[src/rtl/game_flow_ctrl.sv]
//==============================================================================
// Module   : game_flow_ctrl
// Purpose  : Game-flow controller for the VGA paddle/brick game. Sequences
//            NEWGAME -> PLAY -> NEWBALL/OVER. Tracks balls in reserve, an
//            N-digit saturating BCD score, a session high score, a difficulty
//            level and a frame-counted post-miss delay timer.
// Ports    :
//   clk            in   system clock
//   reset          in   asynchronous, active-high reset
//   frame_tick     in   one-cycle pulse per video frame
//   start          in   level, any play button held
//   hit            in   one-cycle pulse, ball hit a scoring object
//   miss           in   one-cycle pulse, ball lost
//   infinite_mode  in   misses cost no ball
//   state          out  0 NEWGAME, 1 PLAY, 2 NEWBALL, 3 OVER
//   graph_wait     out  1 while state != PLAY
//   lives_left     out  balls in reserve
//   score_bcd      out  current score, digit 0 in [3:0]
//   hi_score_bcd   out  best score since reset
//   new_hi         out  last game set a new high score
//   level          out  difficulty level
//   timer_busy     out  delay timer nonzero
// Revision : 1.0 - initial release
//==============================================================================
`default_nettype none

module game_flow_ctrl #(
    parameter int LIVES        = 3,
    parameter int LIVES_W      = 3,
    parameter int DIGITS       = 4,
    parameter int DELAY_FRAMES = 120,
    parameter int TMR_W        = 8,
    parameter int LEVEL_STEP   = 10,
    parameter int LEVEL_W      = 3,
    parameter int MAX_LEVEL    = 7
) (
    input  logic                  clk,
    input  logic                  reset,
    input  logic                  frame_tick,
    input  logic                  start,
    input  logic                  hit,
    input  logic                  miss,
    input  logic                  infinite_mode,
    output logic [1:0]            state,
    output logic                  graph_wait,
    output logic [LIVES_W-1:0]    lives_left,
    output logic [4*DIGITS-1:0]   score_bcd,
    output logic [4*DIGITS-1:0]   hi_score_bcd,
    output logic                  new_hi,
    output logic [LEVEL_W-1:0]    level,
    output logic                  timer_busy
);

    //--------------------------------------------------------------------------
    // Constants
    //--------------------------------------------------------------------------
    localparam logic [1:0] c_S_NEWGAME = 2'd0;
    localparam logic [1:0] c_S_PLAY    = 2'd1;
    localparam logic [1:0] c_S_NEWBALL = 2'd2;
    localparam logic [1:0] c_S_OVER    = 2'd3;

    // Hit sub-counter only needs to count 0..LEVEL_STEP-1; keep at least 1 bit
    // so LEVEL_STEP==1 still yields a legal vector.
    localparam int c_SUB_W     = (LEVEL_STEP > 1) ? $clog2(LEVEL_STEP) : 1;
    localparam int c_STEP_M1_I = LEVEL_STEP - 1;
    localparam int c_LIVES_M1_I = LIVES - 1;

    localparam logic [LIVES_W-1:0] c_LIVES     = LIVES[LIVES_W-1:0];
    localparam logic [LIVES_W-1:0] c_LIVES_M1  = c_LIVES_M1_I[LIVES_W-1:0];
    localparam logic [TMR_W-1:0]   c_DELAY     = DELAY_FRAMES[TMR_W-1:0];
    localparam logic [LEVEL_W-1:0] c_MAX_LEVEL = MAX_LEVEL[LEVEL_W-1:0];
    localparam logic [c_SUB_W-1:0] c_STEP_M1   = c_STEP_M1_I[c_SUB_W-1:0];

    //--------------------------------------------------------------------------
    // State registers
    //--------------------------------------------------------------------------
    logic [1:0]          r_state;
    logic [LIVES_W-1:0]  r_lives;
    logic [4*DIGITS-1:0] r_score;
    logic [4*DIGITS-1:0] r_hi;
    logic                r_new_hi;
    logic [LEVEL_W-1:0]  r_level;
    logic [c_SUB_W-1:0]  r_sub;
    logic [TMR_W-1:0]    r_timer;
    logic                r_graph_wait;
    logic                r_timer_busy;

    //--------------------------------------------------------------------------
    // Next-state wires
    //--------------------------------------------------------------------------
    logic [1:0]          w_state_nxt;
    logic [LIVES_W-1:0]  w_lives_nxt;
    logic [4*DIGITS-1:0] w_score_nxt;
    logic [4*DIGITS-1:0] w_hi_nxt;
    logic                w_new_hi_nxt;
    logic [LEVEL_W-1:0]  w_level_nxt;
    logic [c_SUB_W-1:0]  w_sub_nxt;
    logic [TMR_W-1:0]    w_timer_nxt;
    logic                w_timer_load;
    logic                w_timer_zero;

    //--------------------------------------------------------------------------
    // BCD increment: ripple carry digit by digit. A carry out of the top digit
    // means every digit is 9, which is exactly the saturation condition.
    //--------------------------------------------------------------------------
    logic [DIGITS:0]     w_carry;
    logic [4*DIGITS-1:0] w_score_inc;
    logic                w_score_sat;

    assign w_carry[0] = 1'b1;

    for (genvar d = 0; d < DIGITS; d++) begin : g_digit
        logic [3:0] w_dig;
        logic       w_nine;

        assign w_dig  = r_score[4*d +: 4];
        assign w_nine = (w_dig == 4'd9);
        assign w_score_inc[4*d +: 4] = !w_carry[d] ? w_dig :
                                       (w_nine ? 4'd0 : w_dig + 4'd1);
        assign w_carry[d+1] = w_carry[d] & w_nine;
    end

    assign w_score_sat  = w_carry[DIGITS];
    assign w_timer_zero = (r_timer == '0);

    //--------------------------------------------------------------------------
    // Game sequencing
    //--------------------------------------------------------------------------
    always_comb begin
        w_state_nxt  = r_state;
        w_lives_nxt  = r_lives;
        w_score_nxt  = r_score;
        w_hi_nxt     = r_hi;
        w_new_hi_nxt = r_new_hi;
        w_level_nxt  = r_level;
        w_sub_nxt    = r_sub;
        w_timer_load = 1'b0;

        case (r_state)
            c_S_NEWGAME: begin
                w_score_nxt = '0;
                w_level_nxt = '0;
                w_sub_nxt   = '0;
                w_lives_nxt = c_LIVES;
                if (start) begin
                    // First ball is served immediately, so it leaves reserve.
                    w_state_nxt  = c_S_PLAY;
                    w_lives_nxt  = c_LIVES_M1;
                    w_new_hi_nxt = 1'b0;
                end
            end

            c_S_PLAY: begin
                if (hit) begin
                    // A simultaneous miss is dropped: hit takes priority.
                    if (!w_score_sat) begin
                        w_score_nxt = w_score_inc;
                    end
                    if (r_sub == c_STEP_M1) begin
                        w_sub_nxt = '0;
                        if (r_level != c_MAX_LEVEL) begin
                            w_level_nxt = r_level + 1'b1;
                        end
                    end else begin
                        w_sub_nxt = r_sub + 1'b1;
                    end
                end else if (miss) begin
                    w_timer_load = 1'b1;
                    if (infinite_mode) begin
                        w_state_nxt = c_S_NEWBALL;
                    end else if (r_lives == '0) begin
                        w_state_nxt = c_S_OVER;
                        // Score is stable on this edge (no hit), so the
                        // high-score capture lands together with OVER.
                        if (r_score > r_hi) begin
                            w_hi_nxt     = r_score;
                            w_new_hi_nxt = 1'b1;
                        end
                    end else begin
                        w_state_nxt = c_S_NEWBALL;
                        w_lives_nxt = r_lives - 1'b1;
                    end
                end
            end

            c_S_NEWBALL: begin
                if (w_timer_zero && start) begin
                    w_state_nxt = c_S_PLAY;
                end
            end

            c_S_OVER: begin
                // Start is ignored here so a held button cannot skip the
                // game-over screen.
                if (w_timer_zero) begin
                    w_state_nxt = c_S_NEWGAME;
                    w_score_nxt = '0;
                    w_level_nxt = '0;
                    w_sub_nxt   = '0;
                    w_lives_nxt = c_LIVES;
                end
            end

            default: begin
                w_state_nxt = c_S_NEWGAME;
            end
        endcase
    end

    //--------------------------------------------------------------------------
    // Delay timer: a load beats a coincident frame tick.
    //--------------------------------------------------------------------------
    always_comb begin
        w_timer_nxt = r_timer;
        if (w_timer_load) begin
            w_timer_nxt = c_DELAY;
        end else if (frame_tick && !w_timer_zero) begin
            w_timer_nxt = r_timer - 1'b1;
        end
    end

    //--------------------------------------------------------------------------
    // Registers. Status flags are computed from next-state values so they
    // stay aligned with the registered state/timer they describe.
    //--------------------------------------------------------------------------
    always_ff @(posedge clk or posedge reset) begin
        if (reset) begin
            r_state      <= c_S_NEWGAME;
            r_lives      <= c_LIVES;
            r_score      <= '0;
            r_hi         <= '0;
            r_new_hi     <= 1'b0;
            r_level      <= '0;
            r_sub        <= '0;
            r_timer      <= '0;
            r_graph_wait <= 1'b1;
            r_timer_busy <= 1'b0;
        end else begin
            r_state      <= w_state_nxt;
            r_lives      <= w_lives_nxt;
            r_score      <= w_score_nxt;
            r_hi         <= w_hi_nxt;
            r_new_hi     <= w_new_hi_nxt;
            r_level      <= w_level_nxt;
            r_sub        <= w_sub_nxt;
            r_timer      <= w_timer_nxt;
            r_graph_wait <= (w_state_nxt != c_S_PLAY);
            r_timer_busy <= (w_timer_nxt != '0);
        end
    end

    //--------------------------------------------------------------------------
    // Outputs
    //--------------------------------------------------------------------------
    assign state        = r_state;
    assign graph_wait   = r_graph_wait;
    assign lives_left   = r_lives;
    assign score_bcd    = r_score;
    assign hi_score_bcd = r_hi;
    assign new_hi       = r_new_hi;
    assign level        = r_level;
    assign timer_busy   = r_timer_busy;

endmodule

`default_nettype wire

[config.mk]
export PLATFORM = sky130hd
export DESIGN_NAME = game_flow_ctrl
export DESIGN_NICKNAME = d
export VERILOG_FILES = /design/src/rtl/game_flow_ctrl.sv
export SDC_FILE = /design/constraint.sdc
export NUM_CORES = 1
export LEC_CHECK = 0
export CORE_UTILIZATION = 54
export DETAILED_ROUTE_END_ITERATION = 8
export PLACE_DENSITY_LB_ADDON = 0.1
export SYNTH_ARGS = -nofsm -noshare
export SYNTH_HDL_FRONTEND = slang
export SYNTH_SLANG_ARGS = --single-unit
[constraint.sdc]
create_clock -name clk -period 2.8 [get_ports clk]
set_input_delay 0.56 -clock clk [delete_from_list [all_inputs] [get_ports clk]]
set_output_delay 0.56 -clock clk [all_outputs]
set_load 0.03 [all_outputs]
==> metrics.csv <==
stage,metric,value,unit
routing,first_pass_iters,4,
placement,placed_cell_area,3940,sq um
sta,worstMarginPinSlew,0.681,ns
pwr,p_int,1.65,mW
placement,pre_cts_ws,-0.131,ns
routing,drc,0,
worst_setup_path,critPathLaunchType,input port,
finish,diodes,0,
worst_setup_path,path_max_fanout,3,
finish,layout.nets,428,
clock_tree,htree_num_levels,2,
finish,final_cells,462,
worst_setup_path,reg2reg_to,score_bcd[10]$_DFFE_PP0P_,
pwr,p_leak,1.77,nW
global_routing,grt_max_degree,34,
outcome,outcome,completed,
floorplan,core_area,5680,sq um
pwr,pwr-share-clk,0.152,
worst_setup_path,r2r_cells,5,
routing,viasPerCell,5.77,
pwr,ir_drop,422,uV
floorplan,fp.dieArea,6350,sq um
sta,setup_ws,0.190,ns
floorplan,num_io_pins,50,
synthesis,synth_top_cells_by_count,"dfrtp_1, ha_1, inv_1",
synthesis,async_flop_share,1.00,
min_path,holdPathStages,1,
floorplan,die_h,79.7,um
clock_tree,cts_root_buf,clkbuf_8,
routing,routedWlPerCell,15.3,um
routing,vias,2666,
synthesis,synth_top_area_cell,dfrtp_1,
clock_tree,clk_path_buf_depth,2,
floorplan,rows,27,
synthesis,postSynthAreaPerCell,10.1,sq um
clock_tree,clock_latency,0.30,ns
sta,period_needed,2.61,ns
global_routing,grt_pass1_wl,11900,um
sta,skew,0.00565,ns
sta,relSlewSlack,0.545,
placement,io_buffers,49,
sta,final_hold_viol_count,0,
routing,drt_iter0_drc,156,
synthesis,synthCells,323,
global_routing,overflow,0,
global_routing,grt_pass1_vias,2500,
sta,tns,0,ns
clock_tree,postCtsResizedCells,0,
pwr,seq_power_share,0.419,
synthesis,synth_area,3260,sq um
synthesis,yosys-top-cells-area,"dfrtp_1, ha_1, mux2_2, inv_1, o21ai_0",
synthesis,synth_sequential_area_ratio,0.423,
worst_setup_path,path_class,in2reg,
synthesis,synth_edf_count,0,
sta,maxSlewViolCount,0,
synthesis,syn-num-nets,362,
floorplan,die_w,79.7,um
pwr,switching_share,0.406,
placement,dp.cells,454,
worst_setup_path,r2r_slack,0.24,ns
sta,final.period_utilization,0.932,
synthesis,synth_compound_area_frac,0.144,
worst_setup_path,arrival,2.79,ns
placement,dpl.hpwl,5430,um
min_path,hp-class,reg2reg,
clock_tree,cts_buffers,5,
synthesis,synth_top_family_by_area,simple AND/OR/NAND/NOR gates,
finish,final_util,0.708,
clock_tree,cts_setup_buffers,0,
clock_tree,hold_buffers,0,
routing,drtAntennaViolNets,0,
finish,drive_gt1_frac,0.123,
synthesis,synthFlopType,dfrtp_1,
sta,finalSetupViolCount,0,
sta,max_freq,0.383,GHz
pwr,power_frac_comb,0.429,
worst_setup_path,cp-end-kind,register,
worst_setup_path,cp.required,2.98,ns
sta,rsz0062_at_grt,no,
placement,gp_congestion,0.863,
finish,area_delta_synth_final,23.3,%
pwr,switching_power,1.13,mW
global_routing,track_usage,0.241,
synthesis,synthMuxAreaShare,0.0676,
finish,design_area,4020,sq um
synthesis,synth_most_common_cell,dfrtp_1,
synthesis,synth_top_cell_area_share,0.399,
flow_run,drv_cap,0,
synthesis,synth_xor_area_frac,0.0134,
clock_tree,clk_pin_slew_worst_paths,0.09,ns
clock_tree,clkSinkCount,55,
pwr,finalPower,2.78,mW
finish,fill_cells,437,
min_path,min_from,r_sub[3]$_DFFE_PP0P_,
floorplan,initial_utilization,0.574,
synthesis,synthAdderAreaFrac,0.123,
worst_setup_path,r2r_start,r_timer[3]$_DFF_PP0_,
synthesis,synth-simple-area-share,0.180,
synthesis,synth.distinct_cells,55,
synthesis,ys_ff_latch,55,
pwr,powerDensity,693,nW/um^2
min_path,hold_end,r_sub[3]$_DFFE_PP0P_,
sta,whs,0.501,ns
routing,drt_wl_total,7060,um
synthesis,yosysWarnings,0,
clock_tree,tritoncts,done,
global_routing,antenna_found_initial,0,
[power by group through the flow]
| stage | Clock (mW) | Sequential [mW] | Combinational [mW] |
|---|---|---|---|
| CTS | 0.434 | 1.16 | 1.20 |
| global placement | 0 | 1.17 | 1.17 |
| global route | 0.470 | 1.20 | 1.32 |
| detailed placement | 0 | 1.18 | 1.19 |
| finish | 0.424 | 1.17 | 1.19 |
| floorplan | 0 | 1.34 | 0.590 |
[worst max-delay path: stages]
cell and delay (ns):
clkdlybuf4s50_1 0.47, buf_4 0.11, nor4b_1 0.42, a21o_1 0.19, nand3_1 0.08, or4_1 0.50, or4_1 0.46
[logic make-up after synthesis]
| logic type | after synthesis |
|---|---|
| AOI/OAI and AO/OA | 68 |
| xor gates and xnor gates | 5 |
| adders and majority gates | 32 |
| buffers and inverters | 39 |
| DFF | 55 |
| muxes | 20 |
| and+or+nand+nor | 104 |
[placed cells by master (no fill, tap or decap), types with 5 or more instances in the layout]
master	instances
clkdlybuf4s50_1	49
clkbuf_8	5
nor2_1	19
nand3b_1	6
o31ai_1	7
nand3_1	6
o21ai_0	19
nor3_1	7
xnor2_1	5
a21oi_1	13
ha_1	32
mux2_2	14
nor2b_1	6
nand2b_1	7
or3_1	5
dfrtp_1	52
inv_1	29
or4_1	6
buf_4	19
nand4_1	6
nand2_1	18
[sequential cells by signal, summed over array words and instances, names as in the netlist]
name / count
timer_busy: 1
score_bcd: 16
lives_left: 3
level: 3
new_hi: 1
r_sub: 4
hi_score_bcd: 16
state: 2
r_timer: 8
graph_wait: 1
[routing by layer]
layer,GRT usage,up-vias,share of wire
met5,0,-,0
met4,0.0673,0,0.013
met3,0.0331,12,0.050
met2,0.389,73,0.47
met1,0.339,1276,0.46
li1,-,1305,-
[how the worst max path moves through the flow]
| stage | from | end | slack [ns] | cells past startpoint |
|---|---|---|---|---|
| CTS | frame_tick | timer_busy$_DFF_PP0_ | 0.21 | 7 |
| global placement | frame_tick | timer_busy$_DFF_PP0_ | -0.08 | 7 |
| global route | frame_tick | timer_busy$_DFF_PP0_ | 0.06 | 7 |
| detailed placement | frame_tick | timer_busy$_DFF_PP0_ | -0.13 | 6 |
| floorplan | state[0]$_DFF_PP0_ | hi_score_bcd[10]$_DFFE_PP0P_ | 0.16 | 8 |
| finish | frame_tick | timer_busy$_DFF_PP0_ | 0.19 | 7 |
[area by class of cell]
| class | instances | area, sq um | share of cell area |
|---|---|---|---|
| Tap cell | 72 | 90.1 | 0.0224 |
| Timing Repair Buffer | 68 | 633 | 0.158 |
| Clock buffer | 7 | 76.3 | 0.0190 |
| Sequential cell | 55 | 1380 | 0.343 |
| Inverter | 30 | 113 | 0.0280 |
| Clock inverter | 1 | 5.00 | 0.00125 |
| Multi-Input combinational cell | 229 | 1720 | 0.428 |
(Power assumes the default switching activity.)
